File: src/rtl/lru_arb_pkg.sv
// Shared types and constants for the LRU matrix arbiter.
// The FSM state enum, the hold-counter width and the upper-triangle index
// helper are used by both the top level and the priority-matrix sub-module.
package lru_arb_pkg;

  typedef enum logic {
    IDLE = 1'b0,
    HOLD = 1'b1
  } arb_state_t;

  // Width of the tenure counter (wide enough for the largest MAX_HOLD).
  localparam int CNT_W = 16;

  // Flat index of pair (i, j), i < j, in the packed upper triangle of an
  // n x n matrix.
  function automatic int tri_idx(input int n, input int i, input int j);
    return i * n - (i * (i + 1)) / 2 + (j - i - 1);
  endfunction

endpackage

File: src/rtl/lru_matrix_arbiter_if.sv
// Request/grant bundle between the requestors (master) and the arbiter (slave).
interface lru_matrix_arbiter_if #(
  parameter int NUM_REQUESTORS = 4
);
  localparam int ID_W = $clog2(NUM_REQUESTORS);

  logic [NUM_REQUESTORS-1:0] req;
  logic [NUM_REQUESTORS-1:0] last;
  logic [NUM_REQUESTORS-1:0] grant;
  logic                      grant_valid;
  logic [ID_W-1:0]           grant_id;

  modport master (
    output req, last,
    input  grant, grant_valid, grant_id
  );

  modport slave (
    input  req, last,
    output grant, grant_valid, grant_id
  );
endinterface

File: src/rtl/lru_matrix_prio.sv
// Priority matrix: stores only the upper triangle (bit set = lower index
// beats higher index), picks the unique requestor that beats every other
// requestor, and demotes the granted requestor below everyone on update.
module lru_matrix_prio
  import lru_arb_pkg::*;
#(
  parameter int N = 4
) (
  input  logic         clk,
  input  logic         rst,
  input  logic [N-1:0] req,
  input  logic         upd,
  input  logic [N-1:0] upd_onehot,
  output logic [N-1:0] winner
);

  localparam int NP = N * (N - 1) / 2;

  logic [NP-1:0] p_q;

  // Matrix storage: reset gives index 0 top priority; a grant clears row k
  // and sets column k so k loses to all others.
  always_ff @(posedge clk or negedge rst) begin
    if (!rst) begin
      p_q <= '1;
    end else if (upd) begin
      for (int i = 0; i < N; i++) begin
        for (int j = i + 1; j < N; j++) begin
          if (upd_onehot[i]) begin
            p_q[tri_idx(N, i, j)] <= 1'b0;
          end else if (upd_onehot[j]) begin
            p_q[tri_idx(N, i, j)] <= 1'b1;
          end
        end
      end
    end
  end

  // Winner: requesting i that beats every other requesting j; the lower
  // triangle is the complement of the stored upper triangle.
  always_comb begin
    logic beats;
    beats  = 1'b0;
    winner = '0;
    for (int i = 0; i < N; i++) begin
      winner[i] = req[i];
      for (int j = 0; j < N; j++) begin
        if (j != i) begin
          if (i < j) beats = p_q[tri_idx(N, i, j)];
          else       beats = ~p_q[tri_idx(N, j, i)];
          if (req[j] && !beats) winner[i] = 1'b0;
        end
      end
    end
  end

endmodule

File: src/rtl/lru_matrix_arbiter.sv
// Least-recently-granted matrix arbiter with tenure hold.
// A grant is held until the owner drops req or signals last; the next
// winner is granted on the same edge with no idle gap.
// Optional feature: define LRU_ARB_HOLD_TIMEOUT_EN to bound every tenure
// to MAX_HOLD cycles; otherwise tenure is unbounded and MAX_HOLD is unused.
module lru_matrix_arbiter
  import lru_arb_pkg::*;
#(
  parameter int NUM_REQUESTORS = 4,
  parameter int MAX_HOLD       = 16
) (
  input  logic                 clk,
  input  logic                 rst,
  lru_matrix_arbiter_if.slave  bus
);

  localparam int N    = NUM_REQUESTORS;
  localparam int ID_W = $clog2(N);

  if (N < 2 || N > 16 || MAX_HOLD < 1 || MAX_HOLD > 65535) begin : g_bad_params
    $error("lru_matrix_arbiter: NUM_REQUESTORS or MAX_HOLD out of range");
  end

  arb_state_t      state_q, state_d;
  logic [N-1:0]    grant_q, grant_d;
  logic [ID_W-1:0] grant_id_q, grant_id_d;
  logic            grant_valid_q;
  logic            ready_q;
  logic [N-1:0]    winner;
  logic            upd;
  logic            any_req, held_req, held_last, timeout, release_now, arbitrate;

  assign any_req     = |bus.req;
  assign held_req    = |(bus.req & grant_q);
  assign held_last   = |(bus.last & grant_q);
  assign release_now = (state_q == HOLD) && (!held_req || held_last || timeout);
  // ready_q keeps the first edge after reset release grant-free.
  assign arbitrate   = ready_q && ((state_q == IDLE) || release_now);

  lru_matrix_prio #(.N(N)) u_prio (
    .clk        (clk),
    .rst        (rst),
    .req        (bus.req),
    .upd        (upd),
    .upd_onehot (winner),
    .winner     (winner)
  );

`ifdef LRU_ARB_HOLD_TIMEOUT_EN
  logic [CNT_W-1:0] cnt_q, cnt_d;

  assign timeout = (cnt_q == CNT_W'(MAX_HOLD));

  // Tenure counter next state: 1 on a new grant, +1 per held cycle.
  always_comb begin
    cnt_d = cnt_q;
    if (arbitrate)              cnt_d = any_req ? CNT_W'(1) : '0;
    else if (state_q == HOLD)   cnt_d = cnt_q + CNT_W'(1);
  end

  // Tenure counter register.
  always_ff @(posedge clk or negedge rst) begin
    if (!rst) cnt_q <= '0;
    else      cnt_q <= cnt_d;
  end
`else
  assign timeout = 1'b0;
`endif

  // FSM next state, next grant and matrix-update strobe.
  always_comb begin
    state_d = state_q;
    grant_d = grant_q;
    upd     = 1'b0;
    if (arbitrate) begin
      if (any_req) begin
        grant_d = winner;
        state_d = HOLD;
        upd     = 1'b1;
      end else begin
        grant_d = '0;
        state_d = IDLE;
      end
    end
  end

  // One-hot to binary encoder for the next grant (0 when no grant).
  always_comb begin
    grant_id_d = '0;
    for (int i = 0; i < N; i++) begin
      if (grant_d[i]) grant_id_d = ID_W'(i);
    end
  end

  // State and output registers.
  always_ff @(posedge clk or negedge rst) begin
    if (!rst) begin
      state_q       <= IDLE;
      grant_q       <= '0;
      grant_id_q    <= '0;
      grant_valid_q <= 1'b0;
      ready_q       <= 1'b0;
    end else begin
      state_q       <= state_d;
      grant_q       <= grant_d;
      grant_id_q    <= grant_id_d;
      grant_valid_q <= |grant_d;
      ready_q       <= 1'b1;
    end
  end

  assign bus.grant       = grant_q;
  assign bus.grant_id    = grant_id_q;
  assign bus.grant_valid = grant_valid_q;

endmodule

File: src/flat_wrapper.sv
// flat-port wrapper written by rule: the top's interface ports become plain ports
module lru_matrix_arbiter_flat import lru_arb_pkg::*;
#(
  parameter int NUM_REQUESTORS = 4,
  parameter int MAX_HOLD       = 16
)
  (clk, rst, bus_req, bus_last, bus_grant, bus_grant_valid, bus_grant_id);
  lru_matrix_arbiter_if #(.NUM_REQUESTORS(NUM_REQUESTORS)) bus_i ();
  input  logic clk;
  input  logic rst;
  input wire logic [$bits(bus_i.req)-1:0] bus_req;
  input wire logic [$bits(bus_i.last)-1:0] bus_last;
  output wire logic [$bits(bus_i.grant)-1:0] bus_grant;
  output wire logic [$bits(bus_i.grant_valid)-1:0] bus_grant_valid;
  output wire logic [$bits(bus_i.grant_id)-1:0] bus_grant_id;
  assign bus_i.req = bus_req;
  assign bus_i.last = bus_last;
  assign bus_grant = bus_i.grant;
  assign bus_grant_valid = bus_i.grant_valid;
  assign bus_grant_id = bus_i.grant_id;
  lru_matrix_arbiter #(.NUM_REQUESTORS(NUM_REQUESTORS), .MAX_HOLD(MAX_HOLD)) u_core (.clk(clk), .rst(rst), .bus(bus_i));
endmodule
File: config.mk
export PLATFORM = sky130hd
export DESIGN_NAME = lru_matrix_arbiter_flat
export DESIGN_NICKNAME = d
export VERILOG_FILES = /design/src/rtl/lru_arb_pkg.sv /design/src/rtl/lru_matrix_arbiter_if.sv /design/src/rtl/lru_matrix_prio.sv /design/src/rtl/lru_matrix_arbiter.sv /design/src/flat_wrapper.sv
export SDC_FILE = /design/constraint.sdc
export NUM_CORES = 1
export LEC_CHECK = 0
export CAP_MARGIN = 20
export CORE_ASPECT_RATIO = 1.75
export CORE_MARGIN = 2
export CORE_UTILIZATION = 29
export CTS_BUF_LIST = sky130_fd_sc_hd__clkbuf_2 sky130_fd_sc_hd__clkbuf_4 sky130_fd_sc_hd__clkbuf_8
export DETAILED_ROUTE_END_ITERATION = 6
export DONT_BUFFER_PORTS = 1
export PLACE_DENSITY = 0.56
export SYNTH_ARGS = -nofsm -noshare
export SYNTH_HDL_FRONTEND = slang
export SYNTH_HIERARCHICAL = 1
export SYNTH_SLANG_ARGS = --single-unit
File: constraint.sdc
create_clock -name clk -period 1.5 [get_ports clk]
set_input_delay 0.075 -clock clk [delete_from_list [all_inputs] [get_ports clk]]
set_output_delay 0.075 -clock clk [all_outputs]
set_load 0.03 [all_outputs]
# Yosys cells after proc, flatten, opt, wreduce, memory -nomap -nowiden
# Index checks and enable logic that the tools add are counted.
dict set report word_totals {
  input_bits 10
  ff_bits 15
}
dict set report classes {
  bitwise_logic 3
  n_reduce_logical 39
  muxes 28
}
# op n
set op_table {}
lappend op_table {{two-way mux 1 bit} 24}
lappend op_table {{OR reduction 4 bit} 4}
lappend op_table {{logical AND 1 bit} 14}
lappend op_table {{AND reduction 2 bit} 6}
lappend op_table {{nonzero test 2 bit} 6}
lappend op_table {{bitwise AND 4 bit} 2}
lappend op_table {{two-way mux 4 bit} 2}
lappend op_table {{zero test 1 bit} 7}
lappend op_table {{two-way mux 2 bit} 2}
lappend op_table {{logical OR 1 bit} 2}
lappend op_table {{inverter 1 bit} 1}

# Longest topological paths before layout
dict set report depth {
  ltp_word 11
  ltp_mapped 7
  mapped_depth_nobuf 6
}

# Hierarchy
# The synthesis kept the hierarchy.
# module instances cells_each area_each_um2
set modules_own_cells {}
lappend modules_own_cells {lru_matrix_arbiter 1 44 470.5}
lappend modules_own_cells {lru_matrix_prio 1 30 316.6}

# Worst setup path before layout
# No wires, ideal clock.
dict set report synth_timing {
  kind {reg-to-reg}
  from {reg u_core.grant_q[2] (netlist: u_core/bus.grant[2])}
  to {reg u_core.u_prio.p_q[3]}
  slack_ns -0.308
  t_required_ns 1.415
  path_stages_with_launch 8
  path_buffers 1
  arrival_time_ns 1.724
  setup_time_ns 0.085
  path_cell_list {dfrtp_1 -> a222oi_1 -> nand3_1 -> o21ai_4 -> nor2_1 -> buf_6 -> a21oi_1 -> a21oi_1}
}
dict set report synth_between {
  elab_chain_cells 9
}
# element line
set synth_lines {}
lappend synth_lines {{start: declaration} lru_matrix_arbiter.sv:25} ;# logic [N-1:0] grant_q, grant_d;
lappend synth_lines {{start signal: assignment} lru_matrix_arbiter.sv:105} ;# grant_q <= grant_d;
lappend synth_lines {{bitwise AND 4 bit} lru_matrix_arbiter.sv:34} ;# assign held_req = |(bus.req & grant_q);
lappend synth_lines {{OR reduction 4 bit} lru_matrix_arbiter.sv:34}
lappend synth_lines {{zero test 1 bit} lru_matrix_arbiter.sv:36} ;# assign release_now = (state_q == HOLD) && (!held_req || held_last || timeout);
lappend synth_lines {{logical OR 1 bit *} lru_matrix_arbiter.sv:36}
lappend synth_lines {{logical AND 1 bit *} lru_matrix_arbiter.sv:36}
lappend synth_lines {{logical OR 1 bit *} lru_matrix_arbiter.sv:38} ;# assign arbitrate = ready_q && ((state_q == IDLE) || release_now);
lappend synth_lines {{logical AND 1 bit *} lru_matrix_arbiter.sv:38}
lappend synth_lines {{two-way mux 1 bit *} lru_matrix_arbiter.sv:75} ;# if (arbitrate) begin
lappend synth_lines {{via u_core.upd} lru_matrix_arbiter.sv:30} ;# logic upd;
lappend synth_lines {{AND reduction 2 bit (no source line) *} -}
lappend synth_lines {{end signal: assignment} lru_matrix_prio.sv:25} ;# p_q <= '1;
lappend synth_lines {{end signal: indexed assignment} lru_matrix_prio.sv:30} ;# p_q[tri_idx(N, i, j)] <= 1'b0;
lappend synth_lines {{end signal: indexed assignment} lru_matrix_prio.sv:32} ;# p_q[tri_idx(N, i, j)] <= 1'b1;
lappend synth_lines {{end: declaration} lru_matrix_prio.sv:19} ;# logic [NP-1:0] p_q;
# The timed path passes the listed nets; every way through them passes the cells marked *.
# A chain may end at the register's enable or synchronous reset.

# Worst setup path in the final report
dict set report layout_timing {
  from {reg u_core.grant_q[0] (netlist: u_core/bus.grant[0])}
  to {reg u_core.u_prio.p_q[3]}
}
# Same word-level chain as after synthesis.

==> impl_metrics.csv <==
group,metric,value,unit
power,power_frac_seq,0.388,
critical_path,cpMostUsedCell,"a21oi_2",
synth,ys_seq_area_frac,0.4865,
timing,fin_ws,-0.06252,ns
finish,drive_gt1_frac,0.4444,
synth,synth_most_common_cell,"a21oi_1",
hold_path,min_path_type,"input port to flop",
timing,fin_crit_sh,1.042,
power,p_int,1.346,mW
synth,synth_common_cells,"14 x a21oi_1, 9 x dfrtp_1, 7 x mux2i_1, 6 x dfstp_2, 6 x nand2_1",
synth,ys_warn_count,6,
run,maxCapViolations,0,
critical_path,crit_family,"compound AO/OA/AOI/OAI gates",
cts,h-tree-depth,1,
power,cellLeakagePower,0.4395,nW
synth,syn_nets,84,
timing,timing.fmax,640.0,MHz
die,initial_utilization,0.2995,
synth,synth_top_area_frac,0.2862,
critical_path,path_class,"flop to flop",
critical_path,cpPeakStageDelay,0.43,ns
cts,clockBufferDepth,2,
synth,synth_area_leader_cell,"dfrtp_1",
run_status,violations,"negative setup slack",
cts,post_cts_buffers,0,
timing,tightest_slew,0.6927,ns
run_status,status,"complete, but fails checks",
synth,synth_flop_cell,"dfrtp_1",
timing,finalMaxSlewViolations,0,
drt,vias,631,
cts,path_clk_slew,0.07,ns
die,die-area,3163,sq um
synth,synthTopCellsByArea,"dfrtp_1 29%, dfstp_2 20%, a21oi_1 8.9%, mux2i_1 8.9%, a221oi_4 3.3%",
power,combPwrFrac,0.468,
timing,setup_tns,-0.5223,ns
die,chipHeight,72.92,microns
finish,final_core_util,0.3895,
drt,drc,0,
timing,rsz0062_at_grt,"yes",
critical_path,crit_buf_inv,1,
grt,grt_pass1_vias,697,
timing,setup_viol,13,
synth,syn_area,787.0,sq um
grt,grt_max_degree,16,
die,core,2628,sq um
critical_path,cp-start-kind,"flop",
timing,whs,0.07128,ns
critical_path,critPathMaxFanout,7,
grt,grt_util_all_layers,0.1311,
die,pin_count,17,
place,io_buffers,0,
synth,synth_seq_cells,15,
place,place.gp.congestion,0.8472,
finish,final_area,1023,sq um
place,dp.cells,112,
synth,synthDistinctLibCells,26,
drt,drt_first_pass_iters,4,
drt,drt-total-wl,1888,microns
cts,cts_made_buffers,3,
critical_path,slowest_stage,"dfrtp_2",
synth,synthArstFlopShare,1.000,
power,p_sw_frac,0.4101,
timing,hold_viol,0,
place,hpwl,1410,microns
cts,root_buffer,"clkbuf_8",
critical_path,critPathArrivalTime,1.74,ns
cts,cts_tree,"yes",
timing,timing.slew.headroom,0.5367,
power,pwr-share-clk,0.144,
cts,clkSinkCount,15,
place,place_area,924.6,sq um
power,p_sw,0.9359,mW
timing,period_minus_slack,1.563,ns
finish,area_growth,30.05,%
timing,clock_skew,0.004154,ns
synth,syn_avg_cell_area,10.64,sq um
critical_path,path_cells,"a222oi_1, nand3_1, o21ai_4, nor2_4, buf_6, a21oi_2, a21oi_2",
place,place_ws,-0.1068,ns
power,design_power_total,2.282,mW
drt,ant_nets,0,
finish,antenna_cells,0,
power,power.density,2230,nW/um^2
grt,grt_pass1_wl,3125,microns
drt,vias_per_cell,5.393,
drt,drtIter0Drc,20,
cts,clk_latency,0.25,ns
critical_path,worstSetupEndpointType,"flop",
grt,antenna_found_initial,0,
drt,wire_per_inst,16.14,microns
finish,nets,101,
critical_path,cp.required,1.68,ns
die,num_rows,25,
grt,grt_overflow,0,
power,vdd_drop_max,977.2,uV
synth,synth_cells,74,
finish,stdcell_count,117,
synth,synth_edf_count,0,
die,die_x,43.38,microns
-- layout make-up --
class / instances / area [sq um]
multi-input combinational: 52 / 419.2
timing repair buffer: 14 / 118.9
tap: 27 / 33.78
inverter: 5 / 18.77
fill: 265 / 1604
sequential: 15 / 386.6
clock inverter: 1 / 5.005
clock buffer: 3 / 41.29
-- per-layer routing --
| metal | share of wire | vias up | global-route usage |
|---|---|---|---|
| met5 | 0 | - | 0 |
| met1 | 0.39 | 307 | 0.1422 |
| met3 | 0.058 | 4 | 0.03960 |
| li1 | - | 305 | - |
| met2 | 0.53 | 15 | 0.2289 |
| met4 | 0.019 | 0 | 0.05724 |
-- worst reg2reg max path, cell delays in order, from the launching register on --
cell and delay [ns]:
dfrtp_2 0.43, a222oi_1 0.31, nand3_1 0.17, o21ai_4 0.19, nor2_4 0.06, buf_6 0.16, a21oi_2 0.12, a21oi_2 0.04
-- flip-flops by register name, summed over array words and instances, names as in the netlist --
name                    count
u_core/bus.grant_id         2
u_core/bus.grant            4
u_core/bus.grant_valid      1
u_core/state_q              1
u_core/u_prio/p_q           6
u_core/ready_q              1
-- cells in the final DEF (no fill, tap or decap), drive strengths merged, types with 2 or more instances in the layout --
| cell | instances |
|---|---|
| o21ai | 3 |
| dfrtp | 9 |
| dfstp | 6 |
| nor2 | 3 |
| mux2i | 7 |
| o2111a | 2 |
| a22o | 2 |
| buf | 13 |
| nand2 | 6 |
| inv | 5 |
| nor4 | 2 |
| a21oi | 14 |
| clkbuf | 3 |
| nand2b | 3 |
-- timing repair --
| action | in CTS | in global routing |
|---|---|---|
| gates resized for setup | 6 | 4 |
| endpoints found under the setup margin | 13 | 13 |
| hold buffers | 1 | 0 |
| pin swaps | 5 | 2 |
| hold endpoints to repair | 15 | 0 |
-- worst paths after layout --
kind / end / from / slack (ns) / cells after the start
setup / recovery: u_core/u_prio/p_q[3] / u_core/bus.grant[0] / -0.06 / 7
hold / removal: u_core/state_q / bus_req[3] / 0.07 / 2
setup reg to reg: u_core/u_prio/p_q[3] / u_core/bus.grant[0] / -0.06 / 7
hold reg to reg: u_core/state_q / u_core/ready_q / 0.52 / 1
max in group asynchronous: u_core/bus.grant[0] / rst / 0.71 / 1
min in group asynchronous: u_core/bus.grant_id[0] / rst / 0.31 / 1
-- cells by family (layout without fill, tap and decap cells) --
group / count (synthesis) / count (layout) / synth area share
and+or+nand+nor: 17 / 17 / 0.1065
DFF: 15 / 15 / 0.4865
AOI/OAI and AO/OA: 27 / 27 / 0.2703
other: 1 / 1 / 0.004765
muxes: 7 / 7 / 0.08903
buffers and inverters: 7 / 23 / 0.04292
-- power by group through the flow --
stage	logic [mW]	registers (mW)	clock network (mW)
2_1_floorplan	0.554	0.976	0
3_3_place_gp	0.977	0.875	0
3_5_place_dp	0.977	0.887	0
4_1_cts	1.04	0.884	0.339
5_1_grt	1.17	0.907	0.358
6_report	1.07	0.885	0.329
Note: power is estimated with default switching activity, not from simulation.
